==> src/rtl/spi_frame_master.sv <==
// SPI master transmitter: sends one 48-bit frame {word0, word1, word2} MSB first
// on sclk/mosi with ss framing, for a receiver that samples on rising sclk.
module spi_frame_master #(
  parameter int CLK_DIV = 4
) (
  input  logic        clk,
  input  logic        reset,
  input  logic        in_valid,
  output logic        in_ready,
  input  logic [15:0] word0,
  input  logic [15:0] word1,
  input  logic [15:0] word2,
  output logic        sclk,
  output logic        mosi,
  output logic        ss,
  output logic        busy,
  output logic        done
);

  typedef enum logic [1:0] {IDLE, LEAD, XFER, GAP} state_t;

  localparam logic [7:0] DIV_LAST = 8'(CLK_DIV - 1);

  state_t      state_q, state_d;
  logic [47:0] shift_q, shift_d;
  logic [5:0]  bit_cnt_q, bit_cnt_d;
  logic [7:0]  div_cnt_q, div_cnt_d;
  logic        last_q, last_d;
  logic        sclk_q, sclk_d;
  logic        mosi_q, mosi_d;
  logic        ss_q, ss_d;
  logic        done_q, done_d;
  logic        div_end;

  assign div_end = (div_cnt_q == DIV_LAST);

  // NOTE: all state lives in one async-reset register block with non-blocking
  // assignments; the combinational block below only computes the _d values.
  always_ff @(posedge clk or posedge reset) begin
    if (reset) begin
      state_q   <= IDLE;
      shift_q   <= '0;
      bit_cnt_q <= '0;
      div_cnt_q <= '0;
      last_q    <= 1'b0;
      sclk_q    <= 1'b0;
      mosi_q    <= 1'b0;
      ss_q      <= 1'b0;
      done_q    <= 1'b0;
    end else begin
      state_q   <= state_d;
      shift_q   <= shift_d;
      bit_cnt_q <= bit_cnt_d;
      div_cnt_q <= div_cnt_d;
      last_q    <= last_d;
      sclk_q    <= sclk_d;
      mosi_q    <= mosi_d;
      ss_q      <= ss_d;
      done_q    <= done_d;
    end
  end

  // NOTE: every _d gets a default first so no path through the case infers a latch.
  always_comb begin
    state_d   = state_q;
    shift_d   = shift_q;
    bit_cnt_d = bit_cnt_q;
    div_cnt_d = div_end ? 8'd0 : div_cnt_q + 8'd1;
    last_d    = last_q;
    sclk_d    = sclk_q;
    mosi_d    = mosi_q;
    ss_d      = ss_q;
    done_d    = 1'b0;

    unique case (state_q)
      IDLE: begin
        div_cnt_d = '0;
        if (in_valid) begin
          state_d   = LEAD;
          shift_d   = {word0, word1, word2};
          bit_cnt_d = '0;
          last_d    = 1'b0;
          ss_d      = 1'b1;
          sclk_d    = 1'b0;
          mosi_d    = word0[15];
        end
      end
      LEAD: begin
        if (div_end) begin
          state_d = XFER;
          sclk_d  = 1'b1;
        end
      end
      XFER: begin
        if (div_end) begin
          if (sclk_q) begin
            // Falling edge: present the next bit, or idle-low after bit 0.
            sclk_d  = 1'b0;
            shift_d = shift_q << 1;
            if (bit_cnt_q == 6'd47) begin
              last_d = 1'b1;
              mosi_d = 1'b0;
            end else begin
              bit_cnt_d = bit_cnt_q + 6'd1;
              mosi_d    = shift_q[46];
            end
          end else if (last_q) begin
            state_d = GAP;
            ss_d    = 1'b0;
            done_d  = 1'b1;
            mosi_d  = 1'b0;
          end else begin
            sclk_d = 1'b1;
          end
        end
      end
      GAP: begin
        if (div_end) state_d = IDLE;
      end
      default: state_d = IDLE;
    endcase
  end

  assign in_ready = (state_q == IDLE);
  assign busy     = (state_q != IDLE);
  assign sclk     = sclk_q;
  assign mosi     = mosi_q;
  assign ss       = ss_q;
  assign done     = done_q;

endmodule

==> config.mk <==
export PLATFORM = sky130hd
export DESIGN_NAME = spi_frame_master
export DESIGN_NICKNAME = d
export VERILOG_FILES = /design/src/rtl/spi_frame_master.sv
export SDC_FILE = /design/constraint.sdc
export NUM_CORES = 1
export LEC_CHECK = 0
export ABC_AREA = 1
export CAP_MARGIN = 20
export CORE_AREA = 4 4 102 113
export DETAILED_ROUTE_END_ITERATION = 6
export DIE_AREA = 0 0 106 117
export GPL_ROUTABILITY_DRIVEN = 0
export GPL_TIMING_DRIVEN = 0
export PLACE_DENSITY = 0.65
export REMOVE_ABC_BUFFERS = 1
export SLEW_MARGIN = 20
export SYNTH_ARGS = -nofsm -noshare
export SYNTH_HDL_FRONTEND = slang
export SYNTH_SLANG_ARGS = --single-unit
==> constraint.sdc <==
create_clock -name clk -period 3.03 [get_ports clk]
set_input_delay 0.909 -clock clk [delete_from_list [all_inputs] [get_ports clk]]
set_output_delay 0.909 -clock clk [all_outputs]
set_load 0.005 [all_outputs]
==> flow_summary.ini <==
[cts]
cts.clk_slew.worst_paths_ns = 0.06
numCtsBuffers = 9
cts_tree = yes
clk_path_buf_depth = 2
cts.sinks = 68
clock_latency_ns = 0.33
postCtsSetupBuffers = 0
clockRootBuffer = clkbuf_16
cts-htree-levels = 3

[floorplan]
start_util = 0.344
design.portCount = 57
placementRows = 39
core_um2 = 10300
die_area_um2 = 12400
die_height_um = 117
die-width_um = 106

[job]
maxCapViolCount = 0

[global_route]
grt_overflow = 0
grt_pass1_wl_um = 13800
grt_antenna_before_repair = 0
grt_max_degree = 55
grt_pass1_vias = 3039
grt_usage = 0.137

[placed_design]
portBuffers = 56
dp.cells = 684
dpl.hpwl_um = 5060
postPlaceCellArea_um2 = 4200

[min_path]
min_path_type = reg -> reg
hold_path_end = div_cnt_q[0]
hold_path_depth = 1
hp-start = div_cnt_q[0]

[worst_setup_path]
crit_required_ns = 3.29
path_class = in -> reg
critPathLaunchType = input port
regToRegSetupSlack_ns = 0.26
path_max_fanout = 25
regToRegStartpoint = state_q[0]
crit_arrival_ns = 3.06
rr_worst_depth = 9
rr_endpoint = shift_q[17]
worst_setup_path_end_kind = flip-flop

[detailed_routing]
wl_per_cell_um = 11.9
antenna_left = 0
drt_pass1_iterations = 4
drt_wl_total_um = 8370
drc_errors = 0
vias_per_cell = 4.49
drtIter0Drc = 180
routed-via-count = 3155

[sta]
drv_slew = 0
worst_pin_slew_ns = 0.667
maxClockFrequency_mhz = 358
hold_viol = 0
finalCritPeriodShare = 0.923
fin_setup_tns_ns = 0
slew_headroom = 0.555
rsz0062_at_grt = no
clock_skew_ns = 0.00748
setup_violations = 0
min_period_ns = 2.80

[final_layout]
final_cell_mix = nand2_1 (320), dfrtp_1 (68), clkdlybuf4s50_1 (56)
stdcell_count = 702
fin_nets = 612
layout_commonest_cell = nand2_1
n_antenna_cell = 0
postLayoutCellArea_um2 = 4530
area_delta_synth_final_pct = 27.1
layout-drive-gt1-share = 0.0555

[pwr]
p_clk_frac = 0.225
ir_drop_mv = 0.345
p_switching_mw = 1.98
seqPwrFrac = 0.324
finalPower_mw = 4.59
combPwrFrac = 0.451
p_per_area_nw_per_um2 = 1010
p_leak_nw = 2.40
netSwitchingFraction = 0.431
p_int_mw = 2.61

[logic_synthesis]
async_reset_ff_frac = 1.00
avgSynthCellArea_um2 = 7.04
yosysUniqueCellTypes = 27
synth-warning-count = 0
post_synth_instance_area_um2 = 3560
synthFlopType = dfrtp_1
yosysTopAreaCell = dfrtp_1
synth_seq_area_share = 0.478
synth_edf_count = 0
netlist_instances = 506
synth_area_leaders = dfrtp_1 (48%), nand2_1 (34%), nor2_1 (2.5%), ha_1 (2.5%), inv_1 (1.9%)
synth.top_cell.area_share = 0.478
ys_ff_latch = 68

[outcome]
status = finished, final reports clean
layer usage:
metal  wire length [um]  vias up  global-route usage
met2               4010       75               0.237
met1               3900     1444               0.173
met3                381        7              0.0247
met5                  0        -                   0
met4                 84        0              0.0492
li1                   -     1629                   -
synthesized netlist by cell type (all sizes together) (2+ instances only):
master	number
nand2	321
dfrtp	68
nor2	26
inv	22
buf	18
o21ai	12
nand3	10
ha	7
clkbuf	5
nor3	4
xor2	4
or2	3
a21oi	2
how the worst max path moves through the flow:
stage                from            to  slack, ns  cells after the start
6_report         in_valid  bit_cnt_q[1]       0.23                      6
5_1_grt        state_q[0]  bit_cnt_q[1]       0.03                     10
4_1_cts        state_q[0]  bit_cnt_q[0]       0.07                     10
3_5_place_dp   state_q[0]  bit_cnt_q[0]      -0.59                     10
3_3_place_gp   state_q[0]  bit_cnt_q[5]      -1.50                      9
2_1_floorplan  state_q[0]  bit_cnt_q[0]      -0.15                      9
per-stage QoR:
stage / setup slack [ns] / utilization / hold WS, ns
CTS: 0.0663 / 0.436 / 0.467
detailed placement: -0.586 / 0.406 / 0.459
floorplan: -0.145 / - / 0.431
global placement: -1.50 / 0.401 / 0.445
finish: 0.234 / 0.438 / 0.463
global route: 0.0266 / 0.438 / 0.494
kinds of logic (layout without fill, tap and decap cells):
| kind of cell | count (synthesis) | after routing | share of synthesized area |
|---|---|---|---|
| AO/OA/AOI/OAI | 16 | 16 | 0.0235 |
| XOR/XNOR | 4 | 4 | 0.00983 |
| adder cells (fa/ha/maj) | 7 | 7 | 0.0246 |
| buffers and inverters | 45 | 96 | 0.0650 |
| flip-flops | 68 | 68 | 0.478 |
| AND/OR/NAND/NOR | 366 | 368 | 0.399 |
worst max-delay path: stages:
cell	delay, ns
clkdlybuf4s50_1	0.48
or2_0	0.50
nand2_1	0.33
nor2_4	0.60
nand3_1	0.13
nand2_1	0.09
power by group through the flow:
stage | registers [mW] | clock network (mW) | logic (mW)
after floorplan | 1.45 | 0 | 1.39
after global placement | 1.48 | 0 | 1.90
after detailed placement | 1.49 | 0 | 1.97
after CTS | 1.49 | 1.06 | 2.04
after global routing | 1.53 | 1.10 | 2.40
final | 1.49 | 1.03 | 2.07
layout make-up:
class                   count  area [um^2]
flip-flops and latches     68         1700
fillers                  1094         5820
multi-input cells         395         1660
well taps                 143          179
repair buffers             58          601
clock buffers              10          229
inverters                  22         90.1
clock inverters             6         65.1
state kept, by name, indices dropped and copies added (netlist names):
name       count
bit_cnt_q      6
div_cnt_q      8
done           1
last_q         1
mosi           1
sclk           1
shift_q       47
ss             1
state_q        2
repair_timing:
item                                    in CTS  in global routing
cloned                                       1                  1
endpoints found under the hold margin        0                  0
resized for setup                            3                  2
pin swaps                                    1                  1
endpoints found under the setup margin      54                 24
hold buffers                                 0                  0
(Power assumes the default switching activity.)
